===== src/rtl/pipeline_ctrl_if.sv =====
// Datapath-facing bundle of pipeline_ctrl: hazard/redirect info in, stage enables and flushes out.
// The controller connects through the master modport, the datapath through slave.
interface pipeline_ctrl_if;
    logic [4:0] rs1_IF_ID;
    logic [4:0] rs2_IF_ID;
    logic [4:0] rd_ID_EXE;
    logic       mem_read_ID_EXE;
    logic       redirect;
    logic       en_pc;
    logic       en_IF_ID;
    logic       en_ID_EXE;
    logic       en_EXE_MEM;
    logic       en_MEM_WB;
    logic       flush_IF_ID;
    logic       flush_ID_EXE;

    modport master (
        input  rs1_IF_ID, rs2_IF_ID, rd_ID_EXE, mem_read_ID_EXE, redirect,
        output en_pc, en_IF_ID, en_ID_EXE, en_EXE_MEM, en_MEM_WB, flush_IF_ID, flush_ID_EXE
    );

    modport slave (
        output rs1_IF_ID, rs2_IF_ID, rd_ID_EXE, mem_read_ID_EXE, redirect,
        input  en_pc, en_IF_ID, en_ID_EXE, en_EXE_MEM, en_MEM_WB, flush_IF_ID, flush_ID_EXE
    );
endinterface


===== src/rtl/pipeline_ctrl.sv =====
// Sequencer for the 5-stage RISC-V pipeline: per-stage enables and bubbles, load-use stalls,
// wrong-path squashing after redirects, orderly drain on halt, and saturating perf counters.
module pipeline_ctrl #(
    parameter int unsigned FLUSH_CYC = 2,
    parameter int unsigned DRAIN_CYC = 4,
    parameter int unsigned CNT_W     = 32
) (
    input  logic             clk,
    input  logic             arst_n,
    input  logic             start,
    input  logic             halt_req,
    pipeline_ctrl_if.master  bus,
    output logic [2:0]       state,
    output logic             halted,
    output logic [CNT_W-1:0] cycle_cnt,
    output logic [CNT_W-1:0] stall_cnt,
    output logic [CNT_W-1:0] redirect_cnt
);

    typedef enum logic [2:0] {
        IDLE   = 3'd0,
        RUN    = 3'd1,
        FLUSH  = 3'd2,
        DRAIN  = 3'd3,
        HALTED = 3'd4
    } state_t;

    localparam logic [3:0] FLUSH_RELOAD = 4'(FLUSH_CYC - 1);
    localparam logic [3:0] DRAIN_RELOAD = 4'(DRAIN_CYC);

    state_t     state_q;
    logic [3:0] down_q;
    logic       lu;
    logic       en_pc, en_if_id, en_id_exe, en_exe_mem, en_mem_wb;
    logic       flush_if_id, flush_id_exe;

    function automatic logic [CNT_W-1:0] sat_inc(input logic [CNT_W-1:0] v);
        return (&v) ? v : v + CNT_W'(1);
    endfunction

    assign lu = bus.mem_read_ID_EXE && (bus.rd_ID_EXE != 5'd0) &&
                ((bus.rd_ID_EXE == bus.rs1_IF_ID) || (bus.rd_ID_EXE == bus.rs2_IF_ID));

    always_comb begin
        en_pc        = 1'b0;
        en_if_id     = 1'b0;
        en_id_exe    = 1'b0;
        en_exe_mem   = 1'b0;
        en_mem_wb    = 1'b0;
        flush_if_id  = 1'b0;
        flush_id_exe = 1'b0;
        case (state_q)
            RUN: begin
                en_pc        = bus.redirect || !lu;
                en_if_id     = bus.redirect || !lu;
                en_id_exe    = 1'b1;
                en_exe_mem   = 1'b1;
                en_mem_wb    = 1'b1;
                flush_if_id  = bus.redirect;
                flush_id_exe = bus.redirect || lu;
            end
            FLUSH: begin
                en_pc        = 1'b1;
                en_if_id     = 1'b1;
                en_id_exe    = 1'b1;
                en_exe_mem   = 1'b1;
                en_mem_wb    = 1'b1;
                flush_if_id  = 1'b1;
                flush_id_exe = 1'b1;
            end
            // Fetch is frozen and IF_ID fills with NOPs so in-flight work retires cleanly.
            DRAIN: begin
                en_if_id     = !lu;
                en_id_exe    = 1'b1;
                en_exe_mem   = 1'b1;
                en_mem_wb    = 1'b1;
                flush_if_id  = 1'b1;
                flush_id_exe = lu;
            end
            default: ;
        endcase
    end

    assign bus.en_pc        = en_pc;
    assign bus.en_IF_ID     = en_if_id;
    assign bus.en_ID_EXE    = en_id_exe;
    assign bus.en_EXE_MEM   = en_exe_mem;
    assign bus.en_MEM_WB    = en_mem_wb;
    assign bus.flush_IF_ID  = flush_if_id;
    assign bus.flush_ID_EXE = flush_id_exe;

    always_ff @(posedge clk or negedge arst_n) begin
        if (!arst_n) begin
            state_q      <= IDLE;
            down_q       <= 4'd0;
            cycle_cnt    <= '0;
            stall_cnt    <= '0;
            redirect_cnt <= '0;
        end else begin
            case (state_q)
                RUN: begin
                    cycle_cnt <= sat_inc(cycle_cnt);
                    if (bus.redirect) begin
                        redirect_cnt <= sat_inc(redirect_cnt);
                        if (FLUSH_CYC > 1) begin
                            state_q <= FLUSH;
                            down_q  <= FLUSH_RELOAD;
                        end
                    end else if (lu) begin
                        stall_cnt <= sat_inc(stall_cnt);
                    end else if (halt_req) begin
                        state_q <= DRAIN;
                        down_q  <= DRAIN_RELOAD;
                    end
                end
                FLUSH: begin
                    cycle_cnt <= sat_inc(cycle_cnt);
                    if (bus.redirect) begin
                        redirect_cnt <= sat_inc(redirect_cnt);
                        down_q       <= FLUSH_RELOAD;
                        if (FLUSH_CYC <= 1) state_q <= RUN;
                    end else if (down_q <= 4'd1) begin
                        state_q <= RUN;
                        down_q  <= 4'd0;
                    end else begin
                        down_q <= down_q - 4'd1;
                    end
                end
                DRAIN: begin
                    cycle_cnt <= sat_inc(cycle_cnt);
                    if (lu) begin
                        stall_cnt <= sat_inc(stall_cnt);
                    end else if (down_q <= 4'd1) begin
                        state_q <= HALTED;
                        down_q  <= 4'd0;
                    end else begin
                        down_q <= down_q - 4'd1;
                    end
                end
                default: begin
                    // A fresh run starts with clean statistics.
                    if (start) begin
                        state_q      <= RUN;
                        down_q       <= 4'd0;
                        cycle_cnt    <= '0;
                        stall_cnt    <= '0;
                        redirect_cnt <= '0;
                    end
                end
            endcase
        end
    end

    assign state  = state_q;
    assign halted = (state_q == HALTED);

endmodule


===== src/flat_wrapper.sv =====
// flat-port wrapper written by rule: the top's interface ports become plain ports
module pipeline_ctrl_flat 
#(
    parameter int unsigned FLUSH_CYC = 2,
    parameter int unsigned DRAIN_CYC = 4,
    parameter int unsigned CNT_W     = 32
)
  (clk, arst_n, start, halt_req, state, halted, cycle_cnt, stall_cnt, redirect_cnt, bus_rs1_IF_ID, bus_rs2_IF_ID, bus_rd_ID_EXE, bus_mem_read_ID_EXE, bus_redirect, bus_en_pc, bus_en_IF_ID, bus_en_ID_EXE, bus_en_EXE_MEM, bus_en_MEM_WB, bus_flush_IF_ID, bus_flush_ID_EXE);
  pipeline_ctrl_if bus_i ();
  input  logic clk;
  input  logic arst_n;
  input  logic start;
  input  logic halt_req;
  output logic [2:0] state;
  output logic halted;
  output logic [CNT_W-1:0] cycle_cnt;
  output logic [CNT_W-1:0] stall_cnt;
  output logic [CNT_W-1:0] redirect_cnt;
  input wire logic [$bits(bus_i.rs1_IF_ID)-1:0] bus_rs1_IF_ID;
  input wire logic [$bits(bus_i.rs2_IF_ID)-1:0] bus_rs2_IF_ID;
  input wire logic [$bits(bus_i.rd_ID_EXE)-1:0] bus_rd_ID_EXE;
  input wire logic [$bits(bus_i.mem_read_ID_EXE)-1:0] bus_mem_read_ID_EXE;
  input wire logic [$bits(bus_i.redirect)-1:0] bus_redirect;
  output wire logic [$bits(bus_i.en_pc)-1:0] bus_en_pc;
  output wire logic [$bits(bus_i.en_IF_ID)-1:0] bus_en_IF_ID;
  output wire logic [$bits(bus_i.en_ID_EXE)-1:0] bus_en_ID_EXE;
  output wire logic [$bits(bus_i.en_EXE_MEM)-1:0] bus_en_EXE_MEM;
  output wire logic [$bits(bus_i.en_MEM_WB)-1:0] bus_en_MEM_WB;
  output wire logic [$bits(bus_i.flush_IF_ID)-1:0] bus_flush_IF_ID;
  output wire logic [$bits(bus_i.flush_ID_EXE)-1:0] bus_flush_ID_EXE;
  assign bus_i.rs1_IF_ID = bus_rs1_IF_ID;
  assign bus_i.rs2_IF_ID = bus_rs2_IF_ID;
  assign bus_i.rd_ID_EXE = bus_rd_ID_EXE;
  assign bus_i.mem_read_ID_EXE = bus_mem_read_ID_EXE;
  assign bus_i.redirect = bus_redirect;
  assign bus_en_pc = bus_i.en_pc;
  assign bus_en_IF_ID = bus_i.en_IF_ID;
  assign bus_en_ID_EXE = bus_i.en_ID_EXE;
  assign bus_en_EXE_MEM = bus_i.en_EXE_MEM;
  assign bus_en_MEM_WB = bus_i.en_MEM_WB;
  assign bus_flush_IF_ID = bus_i.flush_IF_ID;
  assign bus_flush_ID_EXE = bus_i.flush_ID_EXE;
  pipeline_ctrl #(.FLUSH_CYC(FLUSH_CYC), .DRAIN_CYC(DRAIN_CYC), .CNT_W(CNT_W)) u_core (.clk(clk), .arst_n(arst_n), .start(start), .halt_req(halt_req), .bus(bus_i), .state(state), .halted(halted), .cycle_cnt(cycle_cnt), .stall_cnt(stall_cnt), .redirect_cnt(redirect_cnt));
endmodule

===== config.mk =====
export PLATFORM = sky130hd
export DESIGN_NAME = pipeline_ctrl_flat
export DESIGN_NICKNAME = d
export VERILOG_FILES = /design/src/rtl/pipeline_ctrl_if.sv /design/src/rtl/pipeline_ctrl.sv /design/src/flat_wrapper.sv
export SDC_FILE = /design/constraint.sdc
export NUM_CORES = 1
export LEC_CHECK = 0
export BUFFER_PORTS_ARGS = -buffer_cell sky130_fd_sc_hd__buf_2
export CORE_MARGIN = 2
export CORE_UTILIZATION = 57
export CTS_BUF_LIST = sky130_fd_sc_hd__clkbuf_4 sky130_fd_sc_hd__clkbuf_8
export DETAILED_ROUTE_END_ITERATION = 8
export PLACE_DENSITY = 0.83
export SETUP_SLACK_MARGIN = 0.1
export SLEW_MARGIN = 10
export SYNTH_ARGS = -nofsm -noshare
export SYNTH_HDL_FRONTEND = slang
export SYNTH_SLANG_ARGS = --single-unit

===== constraint.sdc =====
create_clock -name clk -period 2.5 [get_ports clk]
set_input_delay 0.375 -clock clk [delete_from_list [all_inputs] [get_ports clk]]
set_output_delay 0.375 -clock clk [all_outputs]
set_load 0.1 [all_outputs]

# Word level (Yosys, flattened, before mapping)

Cells that the tools add are included.
Widths: inputs -> output; s select.

$add $sub $neg: 4
Magnitude comparators: 1
Eq/ne operators: 16
Multiplexer cells: 32
Bitwise operators: 2
Reduce and logical (&&, ||, !) cells: 22

Operators with widths:

| cell                  | number |
|---|---|
| $mux 32               | 8 |
| $add 32x1->32 const B | 3 |
| $pmux 32 s3           | 1 |
| $reduce_and 32->1     | 3 |
| $pmux 32 s2           | 1 |
| $mux 4                | 7 |
| $mux 3                | 8 |
| $pmux 4 s3            | 1 |
| $eq 5x5->1            | 2 |
| $ne 2x2->1 const B    | 5 |
| $pmux 3 s3            | 1 |
| $reduce_and 4->1      | 2 |
| $reduce_and 7->1      | 1 |
| $eq 3x2->1 const B    | 2 |
| $ne 2x1->1 const B    | 3 |
| $ne 3x3->1 const B    | 2 |
| $pmux 1 s3            | 2 |
| $reduce_bool 5->1     | 1 |
| $le 4x1->1 const B    | 1 |
| $pmux 1 s2            | 2 |
| $reduce_bool 2->1     | 2 |
| $reduce_bool 4->1     | 1 |
| $reduce_or 2->1       | 2 |
| $sub 4x1->4 const B   | 1 |
| 11 further kinds      | 15 |

Register bits: 103
Bits of input ports: 21
Output and inout port bits: 107

# Depth between registers and ports, before layout

Gate-level depths: netlist of the first run.

Depth after elaboration: 6
Mapped depth: 9

# Worst setup path before layout of the first run

OpenSTA, ideal clock, no wires.

Path type: flip-flop to output port
From: register u_core.state_q[1] (netlist: u_core.state[1])
To: output bus_en_pc
Arrival time: 3342 ps
Slack: -1217 ps
Cell stages (with the launch flop): 6
Path buffers: 2
Cells stage by stage: dfrtp_1 buf_2 xnor2_1 or2_2 clkbuf_1 a21oi_1

Longest elaborated chain between the ends: 2

RTL lines:

| what                                            | RTL line             | text |
|---|---|---|
| from (decl)                                     | pipeline_ctrl.sv:31  | `state_t state_q;` |
| from (signal assigned)                          | pipeline_ctrl.sv:94  | `state_q <= IDLE;` |
| from (signal assigned)                          | pipeline_ctrl.sv:106 | `state_q <= FLUSH;` |
| from (signal assigned)                          | pipeline_ctrl.sv:112 | `state_q <= DRAIN;` |
| $eq 3x2->1 / $eq 3x1->1 (equally long branches) | pipeline_ctrl.sv:52  | `case (state_q)` |
| $pmux 1 s2 *                                    | pipeline_ctrl.sv:52  |  |
| to (decl)                                       | flat_wrapper.sv:24   | `output wire logic [$bits(bus_i.en_pc)-1:0] bus_en_pc;` |

Mark *: on every way between the ends. The rest lies on a longest branch, timed or not.

# Worst setup path in the final report of the first run

From: register u_core.state_q[2] (netlist: u_core.state[2])
To: register u_core.cycle_cnt[25]

Longest elaborated chain between the ends: 4

RTL lines:

| what                                                                    | RTL line             | text |
|---|---|---|
| $eq 3x1->1 / $eq 3x2->1 (equally long branches)                         | pipeline_ctrl.sv:100 | `case (state_q)` |
| $reduce_or 3->1 (no source line) *                                      | -                    |  |
| $ne 2x2->1 (no source line) / $reduce_bool 2->1 (equally long branches) | -                    |  |
| $reduce_and 2->1 (no source line)                                       | -                    |  |
| to (signal assigned)                                                    | pipeline_ctrl.sv:102 | `cycle_cnt <= sat_inc(cycle_cnt);` |
| to (signal assigned)                                                    | pipeline_ctrl.sv:117 | `cycle_cnt <= sat_inc(cycle_cnt);` |
| to (signal assigned)                                                    | pipeline_ctrl.sv:130 | `cycle_cnt <= sat_inc(cycle_cnt);` |
| to (decl)                                                               | pipeline_ctrl.sv:15  | `output logic [CNT_W-1:0] cycle_cnt,` |

Marked as above.
A chain may end at the register's enable or synchronous reset.

==> results of run 1 <==
[timing repair]
item,CTS,global route
resized for setup,2,5
gates cloned,0,0
hold buffers,1,0
endpoints found under the setup margin,1,20
endpoints found under the hold margin,35,0
[metal layers]
layer / global-route usage / up-vias / wire length (um)
met4: 0.116 / 0 / 377
met2: 0.508 / 325 / 8570
met3: 0.0502 / 38 / 1280
met1: 0.423 / 3126 / 7580
li1: - / 2876 / -
met5: 0 / - / 0
[registers in the layout (all words and copies together), names as in the netlist]
signal,count
u_core.cycle_cnt,32
u_core.down_q,4
u_core.redirect_cnt,32
u_core.stall_cnt,32
u_core.state,3
[cell type report]
class	count	area share
multi-input combinational	525	0.454
sequential	103	0.363
timing repair buffer	157	0.123
clock buffer	13	0.0226
tap	136	0.0223
clock inverter	3	0.00852
inverter	14	0.00738
[worst max-delay path: stages (launching register included)]
cell and delay, ns:
dfrtp_4 0.59, o21bai_4 0.30, or4_1 0.58, a211o_1 0.40, o211ai_1 0.24, o31ai_1 0.10
[cells in the mapped netlist (all sizes together), types with 3 or more instances]
| master | instances | area, um^2 |
|---|---|---|
| a22oi | 3 | 22.5 |
| a311oi | 3 | 38.8 |
| nor3 | 16 | 90.1 |
| o22ai | 3 | 25.0 |
| a21oi | 21 | 105 |
| or3 | 4 | 25.0 |
| nand3 | 54 | 270 |
| nor2 | 30 | 113 |
| clkbuf | 28 | 105 |
| nand4 | 35 | 240 |
| o21ai | 43 | 215 |
| a211oi | 5 | 42.5 |
| o31ai | 32 | 255 |
| and3 | 13 | 82.6 |
| or4 | 21 | 158 |
| nand2b | 10 | 62.6 |
| a41oi | 4 | 35.0 |
| xnor2 | 11 | 96.3 |
| o211ai | 38 | 300 |
| a31oi | 10 | 62.6 |
| dfrtp | 103 | 2580 |
| nand2 | 76 | 285 |
| ha | 5 | 62.6 |
| or2 | 4 | 25.0 |
| o41ai | 3 | 26.3 |
| nor4 | 6 | 50.0 |
| inv | 14 | 52.6 |
| and4 | 11 | 98.8 |
| and2 | 12 | 75.1 |
| buf | 11 | 63.8 |
| mux2i | 16 | 160 |
| a22o | 4 | 35.0 |
[power breakdown]
group | switching [mW] | internal (mW)
sequential | 0.311 | 1.87
combinational | 2.76 | 1.01
clock | 0.598 | 0.656
total | 3.67 | 3.53
[cells by family (layout without fill, tap and decap cells)]
logic type | Yosys count | after routing
AOI/OAI and AO/OA | 189 | 189
xor gates and xnor gates | 11 | 11
adders and majority gates | 5 | 5
buffers and inverters | 53 | 187
DFF | 103 | 103
muxes | 18 | 18
and+or+nand+nor | 302 | 302
[worst paths after layout]
check	end	depth (start not counted)
setup / recovery	u_core.cycle_cnt[25]	5
hold / removal	u_core.redirect_cnt[23]	2
setup reg to reg	u_core.cycle_cnt[25]	5
hold reg to reg	u_core.stall_cnt[21]	1
max in group asynchronous	u_core.redirect_cnt[18]	3
min in group asynchronous	u_core.cycle_cnt[11]	2
==> key figures, run 1 <==
Run status
  • Status: complete, no violations

Detailed routing
  • Vias per std cell: 6.69
  • DR vias: 6365
  • WL per Instance: 18.7 um
  • Antenna Violating Nets Remaining: 0
  • Drc violations: 0
  • Number of DRC markers in iteration 0: 691
  • DR pass1 iterations: 5
  • Final wirelength: 17.8 mm

Synth
  • Post-synthesis average cell area: 9.02 um^2
  • Part of the Yosys area used for sequential elements: 0.420
  • Fraction of registers with async set/reset: 1.00
  • Post-synthesis adder-cell area fraction: 0.0102
  • Synth Area in Compound Gates: 0.218
  • Mux contribution to synthesized area: 0.0297
  • Largest family of logic cells by synthesized area: simple AND/OR/NAND/NOR gates
  • Synth Warn #: 0
  • Cell count after synthesis: 681
  • Synth cell types: 72
  • Mapped Nets: 707
  • #FFs+latches synth: 103
  • Main synth FF type: dfrtp_1
  • Fraction of synthesized cell area in xor and xnor cells: 0.0157
  • Cell Area, Synth: 0.00614 mm^2
  • Number of flops mapped to enable cells by yosys: 0
  • Synth Area in Simple Gates: 0.271

STA
  • Worst-margin pin slew: 0.535 ns
  • Setup TNS: 0 ns
  • Slew Limit Headroom: 0.643
  • Hold WS: 0.327 ns
  • Min cycle time layout: 2.33 ns
  • RSZ-0062 raised after global routing: yes
  • Hold Fails Final Rpt: 0
  • Fmax: 429 MHz
  • Post-route clock period utilization: 0.933
  • Slew Limit Fails: 0
  • Clock Skew: 0.0100 ns
  • Count of final setup violators: 0
  • Worst setup margin: 0.168 ns

Clock tree
  • CTS Buffer Depth: 2
  • Clk_lat worst skew: 0.39 ns
  • Total clock sinks: 103
  • Postcts setup bufs: 0
  • CTS tree: yes
  • CTS root buffer: clkbuf_8
  • CTS Buf Count: 9
  • Htree depth: 3
  • Clock slew at reported path FFs: 0.09 ns

Power
  • Pwr Total: 7.20 mW
  • Peak supply drop: 0.00186 V
  • P_leak: 3.24 nW
  • PD cells: 944 mW/mm^2

Global routing
  • Vias in the first global route: 5979
  • First-pass GRT wire length: 29.2 mm
  • Initial antenna violation count: 0
  • GRT Overall Usage: 0.313
  • Remaining global-route overflow: 0
  • Largest net degree at the start of global routing: 69

Floorplanning
  • Standard-cell rows: 37
  • Die H: 108 um
  • Starting Density: 0.590
  • Die width: 108 um
  • I/O pin count: 128
  • Area of the core: 0.0104 mm^2
  • Die footprint: 0.0116 mm^2

Final layout
  • Layout net count: 836
  • Syn-to-layout area delta: 24.2%
  • Commonest non-fill, non-tap cell in the layout: buf_2
  • Multi-input gate area: 0.00346 mm^2
  • ANT cells: 0
  • Core Util, Final: 0.733
  • Finished Cell Area: 0.00763 mm^2
  • Register Area: 0.00277 mm^2
  • Filler Cells Inserted: 741
  • Final std cells w/o fill: 951
  • Commonest cells after routing, fill and taps aside: 123 x buf_2, 75 x nand2_1, 60 x dfrtp_2
  • Layout cell share with drive strength beyond 1: 0.380

Worst setup path
  • R2r setup slk: 0.17 ns
  • R2R Path Start: u_core.state[2]
  • Critical Path End Type: flip-flop
  • Setup crit start kind: flip-flop
  • CP max FO: 18
  • Crit path DAT: 2.61 ns
  • Crit path from: u_core.state[2]
  • CP Class: flip-flop to flip-flop
  • Worst EP required: 2.77 ns

Placed design
  • DP Worst Slack: 0.163 ns
  • Buffers on Ports: 127
  • Placed Cells: 934
  • Gp weighted congestion: 0.934
  • Post-DP Area: 0.00736 mm^2
  • Post-DP HPWL: 12.7 mm

Run
  • Maxcap violations: 0

Min path
  • Worst Hold Launch: start
  • Worst hold path class: input port to flip-flop
Power figures use the tool's default switching activity.
==> inputs of run 2 (changes only) <==
--- a/config.mk
+++ b/config.mk
@@ -7,10 +7,10 @@
 export LEC_CHECK = 0
 export BUFFER_PORTS_ARGS = -buffer_cell sky130_fd_sc_hd__buf_2
 export CORE_MARGIN = 2
-export CORE_UTILIZATION = 57
+export CORE_UTILIZATION = 52
 export CTS_BUF_LIST = sky130_fd_sc_hd__clkbuf_4 sky130_fd_sc_hd__clkbuf_8
 export DETAILED_ROUTE_END_ITERATION = 8
-export PLACE_DENSITY = 0.83
+export PLACE_DENSITY = 0.79
 export SETUP_SLACK_MARGIN = 0.1
 export SLEW_MARGIN = 10
 export SYNTH_ARGS = -nofsm -noshare
==> constraint.sdc (replaced) <==
create_clock -name clk -period 2.1 [get_ports clk]
set_input_delay 0.315 -clock clk [delete_from_list [all_inputs] [get_ports clk]]
set_output_delay 0.315 -clock clk [all_outputs]
set_load 0.1 [all_outputs]
==> key figures, run 2 (synthesis gave the netlist of run 1 again) <==
Floorplanning
  • Starting Density: 0.536
  • Die footprint: 0.0127 mm^2
  • Area of the core: 0.0115 mm^2
  • Standard-cell rows: 39
  • Die H: 113 um
  • Die width: 113 um
  • I/O pin count: 128

Placed design
  • Buffers on Ports: 127
  • Post-DP Area: 0.00821 mm^2
  • Gp weighted congestion: 0.986
  • Placed Cells: 1010
  • DP Worst Slack: -0.0954 ns
  • Post-DP HPWL: 13.7 mm

Worst setup path
  • Crit path DAT: 1.83 ns
  • Setup crit start kind: flip-flop
  • CP max FO: 4
  • Worst r2r path cells: 6
  • Max stage delay on crit path: 0.54 ns
  • CP Class: flip-flop to output port
  • Worst EP required: 1.78 ns
  • CP Cell Sequence: xnor2_4, buf_6, or2_4, a21oi_4, buf_12
  • Critical Path Stages: 5
  • CP Buf/Inv Count: 2
  • Critical Path End Type: output port
  • Slowest-stage cell, CP: dfrtp_4
  • Delay-heaviest family, CP: flip-flops

Power
  • Peak supply drop: 0.00172 V
  • P_leak: 4.12 nW
  • PD cells: 1060 mW/mm^2
  • Pwr Total: 9.96 mW

Min path
  • Worst hold path class: input port to flip-flop
  • Hold depth: 2

Detailed routing
  • WL per Instance: 20.6 um
  • Antenna Violating Nets Remaining: 0
  • Vias per std cell: 6.65
  • Number of DRC markers in iteration 0: 967
  • DR vias: 7182
  • DR pass1 iterations: 6
  • Final wirelength: 22.2 mm
  • Drc violations: 0

Final layout
  • Layout net count: 958
  • Top flop regs: u_core.cycle_cnt: 32 flops, u_core.redirect_cnt: 32 flops, u_core.stall_cnt: 32 flops
  • Filler Cells Inserted: 654
  • ANT cells: 0
  • Commonest cells after routing, fill and taps aside: 124 x buf_4, 116 x buf_2, 73 x dfrtp_4
  • Final std cells w/o fill: 1080
  • Syn-to-layout area delta: 52.7%
  • Finished Cell Area: 0.00938 mm^2
  • Layout cell share with drive strength beyond 1: 0.549
  • Commonest non-fill, non-tap cell in the layout: buf_4

Global routing
  • GRT Overall Usage: 0.311
  • Initial antenna violation count: 0
  • Vias in the first global route: 6515
  • First-pass GRT wire length: 32.2 mm
  • Remaining global-route overflow: 0
  • Largest net degree at the start of global routing: 56

Clock tree
  • CTS root buffer: clkbuf_8
  • Total clock sinks: 103
  • Clock slew at reported path FFs: 0.10 ns
  • Clk_lat worst skew: 0.39 ns
  • CTS Buf Count: 9
  • Htree depth: 3
  • CTS tree: yes
  • CTS Buffer Depth: 2

Run status
  • Failing checks: negative setup slack
  • Status: complete, but fails checks

STA
  • Post-route clock period utilization: 1.02
  • Clock Skew: 0.0131 ns
  • Min cycle time layout: 2.15 ns
  • Worst-margin pin slew: 0.511 ns
  • Worst setup margin: -0.0458 ns
  • RSZ-0062 raised after global routing: yes
  • Slew Limit Headroom: 0.661
  • Slew Limit Fails: 0
  • Fmax: 466 MHz
  • Count of final setup violators: 5
  • Hold Fails Final Rpt: 0

Run
  • Maxcap violations: 0
run 2: timing repair:
item / 4_1_cts / 5_1_grt
gates resized for setup: 58 / 76
hold buffers: 1 / 0
endpoints found under the hold margin: 23 / 0
pin swaps: 18 / 45
setup endpoints to repair: 72 / 89
cloned: 0 / 1
setup buffers: 24 / 28
run 2: path summary, 6_finish.rpt:
kind	end	slack [ns]	start
max	bus_en_pc	-0.05	u_core.state[1]
min	u_core.cycle_cnt[20]	0.34	start
max reg2reg	u_core.cycle_cnt[28]	-0.04	u_core.cycle_cnt[16]
min reg2reg	u_core.redirect_cnt[30]	0.50	u_core.redirect_cnt[30]
max in group asynchronous	u_core.stall_cnt[22]	1.01	arst_n
min in group asynchronous	u_core.cycle_cnt[2]	0.37	arst_n
run 2: cell type report:
cell class | count | area, um^2 | share of cell area
sequential | 103 | 2880 | 0.307
timing repair buffer | 279 | 2070 | 0.221
clock buffer | 11 | 151 | 0.0161
tap | 143 | 179 | 0.0191
inverter | 14 | 56.3 | 0.00600
multi-input combinational | 525 | 3980 | 0.425
clock inverter | 5 | 56.3 | 0.00600
run 2: layer usage:
metal  wire, um  GRT usage
met1       8650      0.436
met2      10700      0.485
met3       2120     0.0428
met4        701      0.137
met5          0          0
run 2: metrics by stage:
step                hold slack [ns]  utilization  TNS, ns
floorplan                    0.0194            -    -8.08
global placement              0.239        0.716  -0.0315
detailed placement            0.247        0.716    -1.27
CTS                           0.272        0.771   -0.167
global route                  0.356        0.818   -0.688
finish                        0.338        0.818   -0.145
run 2: where the power goes:
part	leakage [nW]	total (mW)	internal (mW)	switching, mW
combinational	2.78	6.15	2.12	4.03
clock	0.105	1.33	0.615	0.714
sequential	1.24	2.47	2.23	0.239
==> inputs of run 3 (changes only) <==
--- a/config.mk
+++ b/config.mk
@@ -7,10 +7,10 @@
 export LEC_CHECK = 0
 export BUFFER_PORTS_ARGS = -buffer_cell sky130_fd_sc_hd__buf_2
 export CORE_MARGIN = 2
-export CORE_UTILIZATION = 52
+export CORE_UTILIZATION = 57
 export CTS_BUF_LIST = sky130_fd_sc_hd__clkbuf_4 sky130_fd_sc_hd__clkbuf_8
 export DETAILED_ROUTE_END_ITERATION = 8
-export PLACE_DENSITY = 0.79
+export PLACE_DENSITY = 0.83
 export SETUP_SLACK_MARGIN = 0.1
 export SLEW_MARGIN = 10
 export SYNTH_ARGS = -nofsm -noshare
==> constraint.sdc (replaced) <==
create_clock -name clk -period 2 [get_ports clk]
set_input_delay 0.3 -clock clk [delete_from_list [all_inputs] [get_ports clk]]
set_output_delay 0.3 -clock clk [all_outputs]
set_load 0.1 [all_outputs]
==> key figures, run 3 <==
Run status
  • Status: did not finish
  • Exit stage: global routing (5_1_grt)
  • Error msg: [ERROR DPL-0038] Utilization greater than 100%, impossible to legalize

Synth
  • Mapped Nets: 707
  • Synth top area share: 0.420
  • Largest family of logic cells by synthesized area: simple AND/OR/NAND/NOR gates
  • Cell Area, Synth: 0.00614 mm^2
  • Yosys top cell by area: dfrtp_1
  • Cell count after synthesis: 681
  • Fraction of registers with async set/reset: 1.00
  • Synth top area cells: dfrtp_1 42%, nand2_1 4.6%, nand3_1 4.4%, o211ai_1 4.3%, o31ai_1 3.5%
  • Synth Area in Compound Gates: 0.218
  • Post-synth top cells: 103 x dfrtp_1, 76 x nand2_1, 54 x nand3_1
  • Post-synthesis adder-cell area fraction: 0.0102
  • Post-synthesis average cell area: 9.02 um^2
  • Most frequent cell after synthesis: dfrtp_1
  • Number of flops mapped to enable cells by yosys: 0
  • Main synth FF type: dfrtp_1
  • Fraction of synthesized cell area in xor and xnor cells: 0.0157
  • Synth Area in Simple Gates: 0.271
  • #FFs+latches synth: 103
  • Synth cell types: 72
  • Mux contribution to synthesized area: 0.0297
  • Synth Warn #: 0
  • Part of the Yosys area used for sequential elements: 0.420

Floorplanning
  • I/O pin count: 128
  • Die width: 108 um
  • Die H: 108 um
  • Starting Density: 0.590
  • Standard-cell rows: 37

Placed design
  • Buffers on Ports: 127
  • Gp weighted congestion: 0.996
  • Post-DP Area: 0.00865 mm^2
  • Post-DP HPWL: 15.1 mm

Global routing
  • Largest net degree at the start of global routing: 51

Clock tree
  • CTS Buffer Depth: 2
  • CTS root buffer: clkbuf_8
  • Htree depth: 3
  • Total clock sinks: 103
  • CTS Buf Count: 9

STA
  • Worst_ep grt: u_core.cycle_cnt[27]$_DFFE_PN0P_/D
  • Kind of the worst endpoint: register data pin
-- run 3: cell counts after synthesis --
Identical to the previous run, type by type.
-- run 3: stage by stage --
step | setup TNS, ns | setup slack [ns] | instances
3_3_place_gp | -0.928 | -0.0849 | 1051
2_1_floorplan | -14.32 | -0.344 | 681
3_5_place_dp | -3.30 | -0.165 | 1051
4_1_cts | -1.66 | -0.123 | 1131
-- run 3: cell families after synthesis --
group / after synthesis
adders and majority gates: 5
DFF: 103
AOI/OAI and AO/OA: 189
buffers and inverters: 53
xor gates and xnor gates: 11
muxes: 18
and+or+nand+nor: 302
-- run 3: what timing repair did --
item,CTS
pin swaps,83
setup endpoints to repair,92
buffers inserted,60
resized for setup,151
hold endpoints to repair,31
gates cloned,4
hold buffers,1
==> inputs of run 4 (changes only) <==
--- a/config.mk
+++ b/config.mk
@@ -7,11 +7,9 @@
 export LEC_CHECK = 0
 export BUFFER_PORTS_ARGS = -buffer_cell sky130_fd_sc_hd__buf_2
 export CORE_MARGIN = 2
-export CORE_UTILIZATION = 57
-export CTS_BUF_LIST = sky130_fd_sc_hd__clkbuf_4 sky130_fd_sc_hd__clkbuf_8
+export CORE_UTILIZATION = 40
 export DETAILED_ROUTE_END_ITERATION = 8
-export PLACE_DENSITY = 0.83
-export SETUP_SLACK_MARGIN = 0.1
+export PLACE_DENSITY_LB_ADDON = 0.15
 export SLEW_MARGIN = 10
 export SYNTH_ARGS = -nofsm -noshare
 export SYNTH_HDL_FRONTEND = slang
==> key figures, run 4 (synthesis gave the netlist of run 1 again) <==
Final layout
  • Commonest cells after routing, fill and taps aside: 164 x buf_4, 119 x buf_2, 73 x dfrtp_4
  • Layout cell share with drive strength beyond 1: 0.556
  • Register Area: 0.00288 mm^2
  • Layout net count: 990
  • Top flop regs: u_core.cycle_cnt: 32 flops, u_core.redirect_cnt: 32 flops, u_core.stall_cnt: 32 flops
  • Multi-input gate area: 0.00393 mm^2
  • Syn-to-layout area delta: 57.0%
  • Commonest non-fill, non-tap cell in the layout: buf_4
  • Filler Cells Inserted: 1258
  • ANT cells: 0

Placed design
  • DP Worst Slack: -0.175 ns
  • Post-DP HPWL: 14.8 mm
  • Buffers on Ports: 127
  • Gp weighted congestion: 0.908

STA
  • Hold Fails Final Rpt: 0
  • Setup TNS: -0.552 ns
  • Clock Skew: 0.00745 ns
  • Worst setup margin: -0.0833 ns
  • Post-route clock period utilization: 1.04
  • Slew Limit Headroom: 0.655
  • Min cycle time layout: 2.08 ns
  • RSZ-0062 raised after global routing: yes
  • Slew Limit Fails: 0
  • Fmax: 480 MHz
  • Count of final setup violators: 16
  • Worst-margin pin slew: 0.521 ns

Power
  • Part of the power in registers: 0.241
  • Clock Power Share: 0.166
  • Pwr Total: 10.6 mW
  • Sw power: 5.11 mW
  • Peak supply drop: 0.00144 V
  • Switching share of power: 0.482
  • Part of the power in combinational logic: 0.592
  • P_leak: 4.28 nW
  • Int Pwr: 5.50 mW
  • PD cells: 1100 mW/mm^2

Worst setup path
  • CP Class: flip-flop to output port
  • Crit path capture: bus_en_IF_ID
  • CP max FO: 5
  • Critical Path End Type: output port
  • Max stage delay on crit path: 0.48 ns
  • Worst EP required: 1.70 ns
  • R2R Path Start: u_core.cycle_cnt[18]
  • Setup crit start kind: flip-flop
  • Worst r2r path cells: 6
  • CP Cell Sequence: o21bai_4, buf_6, buf_12, buf_6, a31oi_4, buf_12
  • Slowest-stage cell, CP: dfrtp_4
  • R2r setup slk: -0.06 ns
  • Crit path DAT: 1.78 ns
  • Crit path from: u_core.state[2]
  • R2R Path End: u_core.cycle_cnt[27]

Global routing
  • Remaining global-route overflow: 0
  • Initial antenna violation count: 0
  • First-pass GRT wire length: 33.5 mm
  • Largest net degree at the start of global routing: 51
  • Vias in the first global route: 6762
  • GRT Overall Usage: 0.254

Detailed routing
  • Met2 wire length: 10.1 mm
  • Top layer in use: met4
  • Number of DRC markers in iteration 0: 474
  • Met3 wire len: 943 um
  • Drc violations: 0
  • DR pass1 iterations: 5
  • Antenna Violating Nets Remaining: 0
  • WL per Instance: 18.2 um
  • Vias per std cell: 5.91
  • Met1 WL: 9.70 mm
  • DR vias: 6833
  • Final wirelength: 21.1 mm

Run status
  • Failing checks: negative setup slack
  • Status: complete, but fails checks

Clock tree
  • Htree depth: 3
  • CTS root buffer: clkbuf_16
  • CTS Buf Count: 9
  • Clk_lat worst skew: 0.36 ns
  • CTS Buffer Depth: 2
  • Total clock sinks: 103
  • CTS tree: yes
  • Clock slew at reported path FFs: 0.07 ns

Floorplanning
  • Die footprint: 0.0164 mm^2
  • Standard-cell rows: 45
  • I/O pin count: 128
  • Die H: 128 um
  • Area of the core: 0.0151 mm^2
  • Starting Density: 0.407
  • Die width: 128 um

Min path
  • Worst Hold Launch: start
  • Worst hold path class: input port to flip-flop

Run
  • Maxcap violations: 0
run 4: layout make-up:
type / count / share of cell area
clock buffers: 14 / 0.0284
clock inverters: 2 / 0.00143
inverters: 14 / 0.00584
multi-input cells: 525 / 0.407
flip-flops and latches: 103 / 0.299
well taps: 188 / 0.0244
repair buffers: 311 / 0.234
run 4: stage by stage:
step                hold WS [ns]  std cells  instance area [um^2]   util
floorplan                0.00441        681                  6840      -
global placement           0.266       1110                  8720  0.578
detailed placement         0.275       1110                  8720  0.578
CTS                        0.273       1143                  9330  0.618
global route               0.318       1157                  9650  0.639
finish                     0.323       1157                  9650  0.639
run 4: power groups by stage:
stage | logic, mW | clock network, mW | registers [mW]
after floorplan | 2.80 | 0 | 3.66
after global placement | 5.54 | 0 | 2.60
after detailed placement | 5.64 | 0 | 2.61
after CTS | 6.00 | 1.80 | 2.57
after global routing | 6.62 | 1.88 | 2.59
final | 6.28 | 1.77 | 2.56
run 4: timing repair:
item | 4_1_cts | 5_1_grt
setup endpoints to repair | 43 | 84
gates cloned | 0 | 3
pin swaps | 22 | 42
resized for setup | 44 | 59
buffers inserted | 16 | 11
hold endpoints to repair | 29 | 0
hold buffers | 1 | 0
run 4: layer usage:
layer | track usage | up-vias
met5 | 0 | -
met4 | 0.100 | 0
met3 | 0.0346 | 31
met2 | 0.413 | 211
met1 | 0.345 | 3401
li1 | - | 3190
run 4: critical path, delay by kind of cell, from the launching register on:
family,cells,cell delay (ns)
flip-flops,1,0.48
AO/OA/AOI/OAI,2,0.37
buffers and inverters,4,0.57
run 4: worst min-delay path by stage:
stage | endpoint | slack [ns] | cells past startpoint
global placement | u_core.cycle_cnt[7] | 0.27 | 1
CTS | u_core.redirect_cnt[23] | 0.27 | 2
detailed placement | u_core.cycle_cnt[7] | 0.27 | 1
floorplan | u_core.cycle_cnt[19] | 0.004 | 0
finish | u_core.redirect_cnt[23] | 0.32 | 2
global route | u_core.redirect_cnt[23] | 0.32 | 2
